===== config.mk =====
export PLATFORM = sky130hd
export DESIGN_NAME = frame_sequencer
export DESIGN_NICKNAME = d
export VERILOG_FILES = /design/src/rtl/game_pkg.sv /design/src/rtl/board_bank.sv /design/src/rtl/frame_sequencer.sv
export SDC_FILE = /design/constraint.sdc
export NUM_CORES = 1
export LEC_CHECK = 0
export BUFFER_PORTS_ARGS = -buffer_cell sky130_fd_sc_hd__clkbuf_2
export CORE_ASPECT_RATIO = 1.4
export CORE_UTILIZATION = 35
export DETAILED_ROUTE_END_ITERATION = 8
export GPL_TIMING_DRIVEN = 0
export PLACE_DENSITY_LB_ADDON = 0.2
export SYNTH_ARGS = -nofsm -noshare
export SYNTH_HDL_FRONTEND = slang
export SYNTH_SLANG_ARGS = --single-unit

===== constraint.sdc =====
create_clock -name clock -period 22.7 [get_ports clock]
set_input_delay 2.27 -clock clock [delete_from_list [all_inputs] [get_ports clock]]
set_output_delay 2.27 -clock clock [all_outputs]
set_load 0.01 [all_outputs]

===== src/rtl/game_pkg.sv =====
`default_nettype none
// ============================================================================
// game_pkg : shared board defaults, colour codes, action indices, FSM states
// Rev 1.0  : initial release
// ============================================================================
package game_pkg;

  localparam int DEF_COLS = 10;
  localparam int DEF_ROWS = 20;

  localparam logic [2:0] CLR_EMPTY  = 3'b000;
  localparam logic [2:0] CLR_CYAN   = 3'b001;
  localparam logic [2:0] CLR_BLUE   = 3'b010;
  localparam logic [2:0] CLR_ORANGE = 3'b011;
  localparam logic [2:0] CLR_YELLOW = 3'b100;
  localparam logic [2:0] CLR_GREEN  = 3'b101;
  localparam logic [2:0] CLR_PURPLE = 3'b110;
  localparam logic [2:0] CLR_RED    = 3'b111;

  localparam int ACT_RIGHT = 0;
  localparam int ACT_LEFT  = 1;
  localparam int ACT_ROT   = 2;
  localparam int ACT_DROP  = 3;

  typedef enum logic [0:0] {
    CLEAR = 1'b0,
    RUN   = 1'b1
  } state_t;

  // Frames per gravity tick; evaluated in 10 bits so high levels floor at pmin.
  function automatic logic [9:0] grav_period(input logic [3:0] lvl,
                                             input logic [9:0] base,
                                             input logic [9:0] step,
                                             input logic [9:0] pmin);
    logic [9:0] dec;
    dec = {6'd0, lvl} * step;
    if ((dec < base) && ((base - dec) > pmin)) begin
      return base - dec;
    end
    return pmin;
  endfunction

endpackage
`default_nettype wire


===== src/rtl/board_bank.sv =====
`default_nettype none
// ============================================================================
// board_bank : COLS*ROWS x CBITS cell store, one write port, registered read
// Rev 1.0    : initial release
// ============================================================================
module board_bank #(
  parameter int COLS  = 10,
  parameter int ROWS  = 20,
  parameter int CBITS = 3,
  parameter int AW    = $clog2(COLS * ROWS)
) (
  input  logic             clk,
  input  logic             rst,
  input  logic             i_wr_en,
  input  logic [AW-1:0]    i_wr_addr,
  input  logic [CBITS-1:0] i_wr_data,
  input  logic [AW-1:0]    i_rd_addr,
  output logic [CBITS-1:0] o_rd_data
);

  localparam int DEPTH = COLS * ROWS;

  logic [CBITS-1:0] r_mem [DEPTH];
  logic [CBITS-1:0] r_rd_data;

  always_ff @(posedge clk) begin
    if (i_wr_en) begin
      r_mem[i_wr_addr] <= i_wr_data;
    end
  end

  always_ff @(posedge clk or posedge rst) begin
    if (rst) begin
      r_rd_data <= '0;
    end else begin
      r_rd_data <= r_mem[i_rd_addr];
    end
  end

  assign o_rd_data = r_rd_data;

endmodule
`default_nettype wire


===== src/rtl/frame_sequencer.sv =====
`default_nettype none
// ============================================================================
// frame_sequencer : vsync framing, action latching, gravity, double-buffered board
// Rev 1.0         : initial release
// ============================================================================
module frame_sequencer
  import game_pkg::*;
#(
  parameter int COLS      = DEF_COLS,
  parameter int ROWS      = DEF_ROWS,
  parameter int CBITS     = 3,
  parameter int N_ACT     = 4,
  parameter int FCNT_W    = 11,
  parameter int GRAV_BASE = 48,
  parameter int GRAV_STEP = 4,
  parameter int GRAV_MIN  = 2
) (
  input  logic                      clock,
  input  logic                      reset,
  input  logic                      vsync,
  input  logic [N_ACT-1:0]          actions,
  input  logic [3:0]                level,
  input  logic                      wr_en,
  input  logic [$clog2(COLS)-1:0]   wr_col,
  input  logic [$clog2(ROWS)-1:0]   wr_row,
  input  logic [CBITS-1:0]          wr_data,
  input  logic                      commit,
  input  logic [$clog2(COLS)-1:0]   rd_col,
  input  logic [$clog2(ROWS)-1:0]   rd_row,
  output logic [CBITS-1:0]          rd_data,
  output logic                      frame_start,
  output logic [N_ACT-1:0]          act_pulse,
  output logic                      gravity,
  output logic [FCNT_W-1:0]         fcounter,
  output logic [7:0]                drops,
  output logic                      busy,
  output logic                      wr_err
);

  localparam int CELLS = COLS * ROWS;
  localparam int AW    = $clog2(CELLS);

  state_t            r_state;
  state_t            w_state_nxt;
  logic              w_busy;
  logic [AW-1:0]     r_clr_addr;
  logic              w_clear_done;

  logic              r_vsync_q;
  logic              w_edge;
  logic              r_frame_start;
  logic [N_ACT-1:0]  r_pend;
  logic [N_ACT-1:0]  r_act_pulse;
  logic [FCNT_W-1:0] r_fcounter;

  logic [9:0]        w_period;
  logic [9:0]        r_grav_cnt;
  logic              r_gravity;

  logic              r_front;
  logic              r_commit_pend;
  logic [7:0]        r_drops;
  logic              r_wr_err;
  logic              w_swap;
  logic              w_drop;
  logic              w_wr_in_range;
  logic              w_wr_ok;
  logic              w_rd_in_range;
  logic [AW-1:0]     w_wr_addr;
  logic [AW-1:0]     w_rd_addr;
  logic [AW-1:0]     w_bank_waddr;
  logic [CBITS-1:0]  w_bank_wdata;
  logic              w_we0;
  logic              w_we1;
  logic [CBITS-1:0]  w_rd0;
  logic [CBITS-1:0]  w_rd1;
  logic              r_rd_ok;
  logic              r_rd_sel;

  always_ff @(posedge clock or posedge reset) begin
    if (reset) begin
      r_state <= CLEAR;
    end else begin
      r_state <= w_state_nxt;
    end
  end

  always_comb begin
    w_state_nxt = r_state;
    case (r_state)
      CLEAR:   if (r_clr_addr == AW'(CELLS - 1)) w_state_nxt = RUN;
      default: w_state_nxt = RUN;
    endcase
  end

  always_comb begin
    w_busy = 1'b0;
    case (r_state)
      CLEAR:   w_busy = 1'b1;
      default: w_busy = 1'b0;
    endcase
  end

  assign w_clear_done = w_busy && (r_clr_addr == AW'(CELLS - 1));

  always_ff @(posedge clock or posedge reset) begin
    if (reset) begin
      r_clr_addr <= '0;
    end else if (w_busy) begin
      r_clr_addr <= w_clear_done ? '0 : r_clr_addr + AW'(1);
    end
  end

  // All per-frame registers update on the detected edge so their outputs align with frame_start.
  assign w_edge = vsync & ~r_vsync_q;

  always_ff @(posedge clock or posedge reset) begin
    if (reset) begin
      r_vsync_q     <= 1'b0;
      r_frame_start <= 1'b0;
      r_act_pulse   <= '0;
      r_pend        <= '0;
      r_fcounter    <= '0;
    end else begin
      r_vsync_q     <= vsync;
      r_frame_start <= w_edge;
      if (w_edge) begin
        r_act_pulse <= r_pend;
        r_pend      <= actions;
        r_fcounter  <= r_fcounter + FCNT_W'(1);
      end else begin
        r_act_pulse <= '0;
        r_pend      <= r_pend | actions;
      end
    end
  end

  assign w_period = grav_period(level, 10'(GRAV_BASE), 10'(GRAV_STEP), 10'(GRAV_MIN));

  always_ff @(posedge clock or posedge reset) begin
    if (reset) begin
      r_grav_cnt <= '0;
      r_gravity  <= 1'b0;
    end else begin
      r_gravity <= 1'b0;
      if (w_clear_done) begin
        r_grav_cnt <= w_period - 10'd1;
      end else if ((r_state == RUN) && w_edge) begin
        if (r_grav_cnt == 10'd0) begin
          r_gravity  <= 1'b1;
          r_grav_cnt <= w_period - 10'd1;
        end else begin
          r_grav_cnt <= r_grav_cnt - 10'd1;
        end
      end
    end
  end

  assign w_swap        = (r_state == RUN) && w_edge && (r_commit_pend || commit);
  assign w_drop        = (r_state == RUN) && w_edge && !(r_commit_pend || commit);
  assign w_wr_in_range = (int'(wr_col) < COLS) && (int'(wr_row) < ROWS);
  assign w_rd_in_range = (int'(rd_col) < COLS) && (int'(rd_row) < ROWS);
  assign w_wr_ok       = wr_en && (r_state == RUN) && w_wr_in_range && !r_commit_pend;
  assign w_wr_addr     = AW'(wr_row) * AW'(COLS) + AW'(wr_col);
  assign w_rd_addr     = AW'(rd_row) * AW'(COLS) + AW'(rd_col);

  always_ff @(posedge clock or posedge reset) begin
    if (reset) begin
      r_front       <= 1'b0;
      r_commit_pend <= 1'b0;
      r_drops       <= '0;
      r_wr_err      <= 1'b0;
      r_rd_ok       <= 1'b0;
      r_rd_sel      <= 1'b0;
    end else begin
      r_wr_err <= wr_en && !w_wr_ok;
      r_rd_ok  <= w_rd_in_range;
      r_rd_sel <= r_front;
      if (w_swap) begin
        r_front       <= ~r_front;
        r_commit_pend <= 1'b0;
      end else if (commit) begin
        r_commit_pend <= 1'b1;
      end
      if (w_drop && (r_drops != 8'hFF)) begin
        r_drops <= r_drops + 8'd1;
      end
    end
  end

  // The sweep owns both write ports; otherwise only the back bank (~front) is writable.
  assign w_we0        = w_busy | (w_wr_ok &  r_front);
  assign w_we1        = w_busy | (w_wr_ok & ~r_front);
  assign w_bank_waddr = w_busy ? r_clr_addr : w_wr_addr;
  assign w_bank_wdata = w_busy ? '0 : wr_data;

  board_bank #(.COLS(COLS), .ROWS(ROWS), .CBITS(CBITS), .AW(AW)) u_bank0 (
    .clk       (clock),
    .rst       (reset),
    .i_wr_en   (w_we0),
    .i_wr_addr (w_bank_waddr),
    .i_wr_data (w_bank_wdata),
    .i_rd_addr (w_rd_addr),
    .o_rd_data (w_rd0)
  );

  board_bank #(.COLS(COLS), .ROWS(ROWS), .CBITS(CBITS), .AW(AW)) u_bank1 (
    .clk       (clock),
    .rst       (reset),
    .i_wr_en   (w_we1),
    .i_wr_addr (w_bank_waddr),
    .i_wr_data (w_bank_wdata),
    .i_rd_addr (w_rd_addr),
    .o_rd_data (w_rd1)
  );

  assign rd_data     = r_rd_ok ? (r_rd_sel ? w_rd1 : w_rd0) : '0;
  assign frame_start = r_frame_start;
  assign act_pulse   = r_act_pulse;
  assign gravity     = r_gravity;
  assign fcounter    = r_fcounter;
  assign drops       = r_drops;
  assign busy        = w_busy;
  assign wr_err      = r_wr_err;

endmodule
`default_nettype wire


## Yosys cells after proc, flatten, opt, wreduce, memory -nomap -nowiden

Memories as Yosys holds them, arrays and structs flattened. A register that Yosys moved wholly into a read port is not among the register bits.
Cells that the tools add are included.

| word-level totals | value |
|---|---|
| input port bits | 34 |
| memories | 2 |
| register bits after elaboration | 54 |
| memory bits (writable) | 1200 |
| logic and storage cells | 87 |

| cells by class | value |
|---|---|
| multipliers | 2 |
| multiplexer cells | 25 |
| equal/unequal tests | 2 |
| $add $sub $neg | 8 |
| reductions and logical operators | 19 |
| bitwise logic cells | 8 |
| $lt $le $gt $ge | 6 |

Memory list:

| memory | words | bits a word | read ports | clocked after Yosys merged registers in | write ports | line | source |
|---|---|---|---|---|---|---|---|
| u_bank0.r_mem | 200 | 3 | 1 | 1 | 1 | board_bank.sv:23 | `logic [CBITS-1:0] r_mem [DEPTH];` |
| u_bank1.r_mem | 200 | 3 | 1 | 1 | 1 | board_bank.sv:23 |  |

Operators with widths:

| operator | number |
|---|---|
| $mux W10 | 5 |
| $sub A10 B1 Y10 const B | 2 |
| $add A8 B1 Y8 const B | 2 |
| $add A8 B4 Y8 | 2 |
| $mux W8 | 2 |
| $mul A5 B3 Y7 const B | 2 |
| $mux W1 | 13 |
| $logic_and A1 B1 Y1 | 12 |
| $add A11 B1 Y11 const B | 1 |
| $gt A10 B2 Y1 const B | 1 |
| $logic_not A10 Y1 | 1 |
| $lt A5 B5 Y1 const B | 2 |
| $mux W3 | 3 |
| $eq A8 B8 Y1 const B | 1 |
| $lt A4 B4 Y1 const B | 2 |
| $mux W4 | 2 |
| $ne A8 B8 Y1 const B | 1 |
| $sub A6 B6 Y7 const A | 1 |
| $lt A6 B6 Y1 const B | 1 |
| $or A4 B4 Y4 | 1 |
| $reduce_bool A2 Y1 | 2 |
| $and A1 B1 Y1 | 3 |
| $logic_not A1 Y1 | 3 |
| $not A1 Y1 | 2 |
| 2 further kinds | 3 |

## Longest topological paths before layout

| depth | value |
|---|---|
| depth in word-level cells | 9 |
| gate-level depth with buffers | 13 |
| gate-level depth less buffers | 10 |

## Cells and area by module

From an unflattened synthesis, not the netlist that was laid out.

| unflattened totals | value |
|---|---|
| cells, all modules | 2950 |
| area total of the unflattened synthesis | 51774.7 µm² |

Modules (own cells, without submodules):

| module | cells each | area each (µm²) | instances | seq. area each (µm²) |
|---|---|---|---|---|
| board_bank | 1304 | 24209.5 | 2 | 18092.4 |
| frame_sequencer | 342 | 3355.7 | 1 | 1351.3 |

## Worst setup path before layout

OpenSTA, ideal clock, no wires.

| timing | value |
|---|---|
| path kind | in2reg |
| start | in wr_data[0] |
| end | mem u_bank0.r_mem[0][0], data pin |
| setup slack | 14195 ps |
| stages | 1 |
| arrival | 7263 ps |
| path through | and2_1 |

| between the ends | value |
|---|---|
| longest elaborated chain between the ends | 1 |

Ends and longest elaborated chain:

| item | line | source |
|---|---|---|
| start: declaration | frame_sequencer.sv:26 | `input logic [CBITS-1:0] wr_data,` |
| $mux W3 | frame_sequencer.sv:195 | `assign w_bank_wdata = w_busy ? '0 : wr_data;` |
| end: declaration | board_bank.sv:23 |  |

No other way between the ends.

## Worst setup path after layout

| timing | value |
|---|---|
| start | in rd_col[1] |
| end | reg u_bank0.r_rd_data[2] (netlist: u_bank0.o_rd_data[2]), read port of u_bank0.r_mem |

| between the ends | value |
|---|---|
| longest elaborated chain between the ends | 1 |

Ends and longest elaborated chain:

| item | line | source |
|---|---|---|
| start: declaration | frame_sequencer.sv:28 | `input logic [$clog2(COLS)-1:0] rd_col,` |
| $add A8 B4 Y8 | frame_sequencer.sv:165 | `assign w_rd_addr = AW'(rd_row) * AW'(COLS) + AW'(rd_col);` |
| end: declaration | board_bank.sv:24 | `logic [CBITS-1:0] r_rd_data;` |

No other way between the ends.
A chain may end at the register's enable or synchronous reset.

==> metrics.md <==
| Metric | Value |
|---|---|
| Status | `finished with violations` |
| Failing checks | `capacitance limit, slew limit` |
| Share of the synthesized area in the top cell type | `0.699` |
| Most common cell in the netlist | `edfxtp_1` |
| R2r endpoint | `u_bank1.r_mem[43][1]` |
| Required time worst endpoint | `23.32 ns` |
| Die Wd | `326 um` |
| Ys Warns | `0` |
| Sum Neg Setup Slack | `0 ns` |
| CP max FO | `11` |
| Worst Hold Depth | `0` |
| Area grow syn2layout | `13.4%` |
| Post-route ant nets | `0` |
| Worst slew pin tran | `1.54 ns` |
| Fraction of registers with async set/reset | `0.0476` |
| Crit Reg-Reg Startpoint | `r_state` |
| Vias in the first global route | `29.0k` |
| CTS tree | `yes` |
| Syn Nets | `2944` |
| WL/cell | `32.3 um` |
| CTS max path bufs | `3` |
| Final count of pins violating max slew | `43` |
| Die ar. | `149000 um^2` |
| Die Height | `456 um` |
| Fin crit period | `6.78 ns` |
| Post-Syn Area | `51500 um^2` |
| Layout net count | `3141` |
| Core ar. | `146000 um^2` |
| Data arrival, critical path | `7.40 ns` |
| Power per standard cell area | `84.1 nW/um^2` |
| Post-synth top cells | `edfxtp_1 (1200), nor2_1 (445), mux4_2 (320)` |
| WL final | `165000 um` |
| Hold Path Origin | `r_front` |
| Clk root buf | `clkbuf_16` |
| CTS H-Tree Depth | `3` |
| Dpl cells | `4892` |
| Max-Cap Viols | `4` |
| Clock skew | `0.0524 ns` |
| Critical path class | `in2reg` |
| Mean number of vias per cell | `5.48` |
| Final hold viol count | `0` |
| Hold endpoint | `r_rd_sel` |
| Period utilization | `0.299` |
| Register area share after synthesis | `0.728` |
| Setup bufs post-CTS | `0` |
| Final setup viols | `0` |
| First-pass GRT wire length | `229000 um` |
| Gate Count Post-Synth | `2883` |
| Post-synth EDFFs | `1200` |
| Via count | `28.0k` |
| FMAX | `0.147 GHz` |
| PortBufs | `60` |
| Reg-to-reg slack, setup | `18.59 ns` |
| DR pass1 iterations | `5` |
| Critical path startpoint category | `input port` |
| HPWL Detailed | `113000 um` |
| RSZ-0062 raised after global routing | `no` |
| Worst hold-check path type | `reg2reg` |
| Distinct cells, synth | `70` |
| Initial antenna violation count | `2` |
| Nature of the critical path endpoint | `flip-flop` |
| Grt total ovfl | `0` |
| Non-filler cells, final | `5107` |
| R2r worst-path depth | `9` |
| PnR worst setup slack | `15.92 ns` |
| Largest net degree at the start of global routing | `100` |
| CTS sink cnt | `1260` |
| Initial Util | `0.352` |
| I/O pin cnt | `64` |
| Area leader, netlist | `edfxtp_1` |
| Num CTS Buffers | `118` |
| Hold-fix buffers, CTS | `0` |
| VDD IR-drop max | `0.0614 mV` |
| CTS clk-pin slew, worst paths | `0.06 ns` |
| Main area contributors after synthesis | `edfxtp_1 (70%), mux4_2 (14%), nor2_1 (3.2%)` |
| Fillers | `13.4k` |
| Ys flop type | `edfxtp_1` |
| Worst slew margin | `-0.0273` |
| Layout cells sized above 1 | `0.212` |
| Row Count | `166` |
| Synth Register Bits | `1260` |
| Leakage | `15.6 nW` |
| GRT Overall Usage | `0.222` |
| GPL Wtd Cong | `0.921` |
| Post_cts resized | `0` |
| Dpl ws | `15.26 ns` |
| Syn_area_per_cell | `17.9 um^2` |
| Initial DRC count | `2842` |
| Residual DRC | `0` |
| Worst-Skew Late Latency | `0.77 ns` |
## cell type report
class	count	area, um^2	area share
Antenna cell	2	5.00	0.0000857
Multi-Input combinational cell	1424	13000	0.223
Buffer	181	955	0.0163
Clock inverter	66	572	0.00979
Tap cell	1932	2420	0.0414
Sequential cell	1260	37500	0.643
Clock buffer	147	3100	0.0531
Inverter	18	70.1	0.00120
Timing Repair Buffer	77	756	0.0129
## through the flow
stage | cell area, um^2 | hold WS, ns | util | total power (W)
after floorplan | 51500 | 0.369 | - | 0.00279
after global placement | 54300 | 0.379 | 0.371 | 0.00300
after detailed placement | 54700 | 0.382 | 0.374 | 0.00300
after CTS | 58400 | 0.393 | 0.399 | 0.00493
after global routing | 58400 | 0.397 | 0.400 | 0.00502
final | 58400 | 0.392 | 0.400 | 0.00491
## worst max-delay path, cell delays in order
cell	delay [ns]
clkbuf_2	0.09
ha_1	0.22
fa_1	0.57
clkbuf_1	0.71
buf_2	0.69
clkbuf_1	0.93
clkbuf_1	0.84
nand4_1	0.52
nand3_1	0.24
a31oi_1	0.10
nand4b_1	0.17
## metal layers
metal	vias to the layer above	GRT usage	wire length [um]
li1	11737	-	-
met1	14920	0.261	61200
met2	1021	0.391	85500
met3	285	0.0337	9310
met4	0	0.116	9180
met5	-	0	0
## flip-flops by register name, summed over array words and instances, names as in the netlist
signal and cells:
u_bank0.o_rd_data 3, r_pend 4, fcounter 11, u_bank0.r_mem 600
gravity 1, act_pulse 4, r_rd_ok 1, r_state 1
r_commit_pend 1, r_grav_cnt 10, r_vsync_q 1, r_front 1
wr_err 1, drops 8, u_bank1.o_rd_data 3, u_bank1.r_mem 600
r_clr_addr 8, r_rd_sel 1, frame_start 1
## cell usage in the layout, fill, tap and decap left out, types with 8 or more instances in the layout
master,count
mux2_2,9
clkinv_1,28
nand4_1,17
bufinv_16,9
xor2_1,8
a31oi_1,28
nor3_1,15
nor2_1,445
mux2i_1,32
inv_1,16
o21ai_0,26
buf_2,38
buf_6,9
a21oi_1,20
buf_4,26
clkbuf_1,115
clkbuf_2,71
dfrtp_1,60
and2_1,12
clkbuf_16,120
edfxtp_1,1200
mux4_2,320
nand3_1,47
ha_1,23
nand2_1,255
xnor2_1,22
buf_16,16
a21o_1,8
clkinv_2,21
## worst max-delay path by stage
stage,depth (start not counted),slack (ns),to,start
floorplan,1,14.20,u_bank0.r_mem[0][0],wr_data[0]
global placement,2,8.23,u_bank1.r_mem[32][1],wr_data[1]
detailed placement,11,15.26,u_bank0.o_rd_data[2],rd_col[1]
CTS,11,16.05,u_bank0.o_rd_data[2],rd_col[1]
global route,11,15.91,u_bank0.o_rd_data[2],rd_col[1]
finish,11,15.92,u_bank0.o_rd_data[2],rd_col[1]
## where the power goes
| part | internal, W | switching, W | total [W] |
|---|---|---|---|
| logic | 0.000117 | 0.000313 | 0.000430 |
| registers | 0.00252 | 0.00000867 | 0.00253 |
| clock network | 0.00107 | 0.000889 | 0.00196 |
| total | 0.00370 | 0.00121 | 0.00491 |
## cells by family after synthesis
| family | synth area share |
|---|---|
| multiplexers | 0.149 |
| adder cells (fa/ha/maj) | 0.00714 |
| AND/OR/NAND/NOR | 0.0678 |
| XOR/XNOR | 0.00629 |
| flip-flops | 0.728 |
| buffers and inverters | 0.0195 |
| AO/OA/AOI/OAI | 0.0218 |
Power figures use the tool's default switching activity.
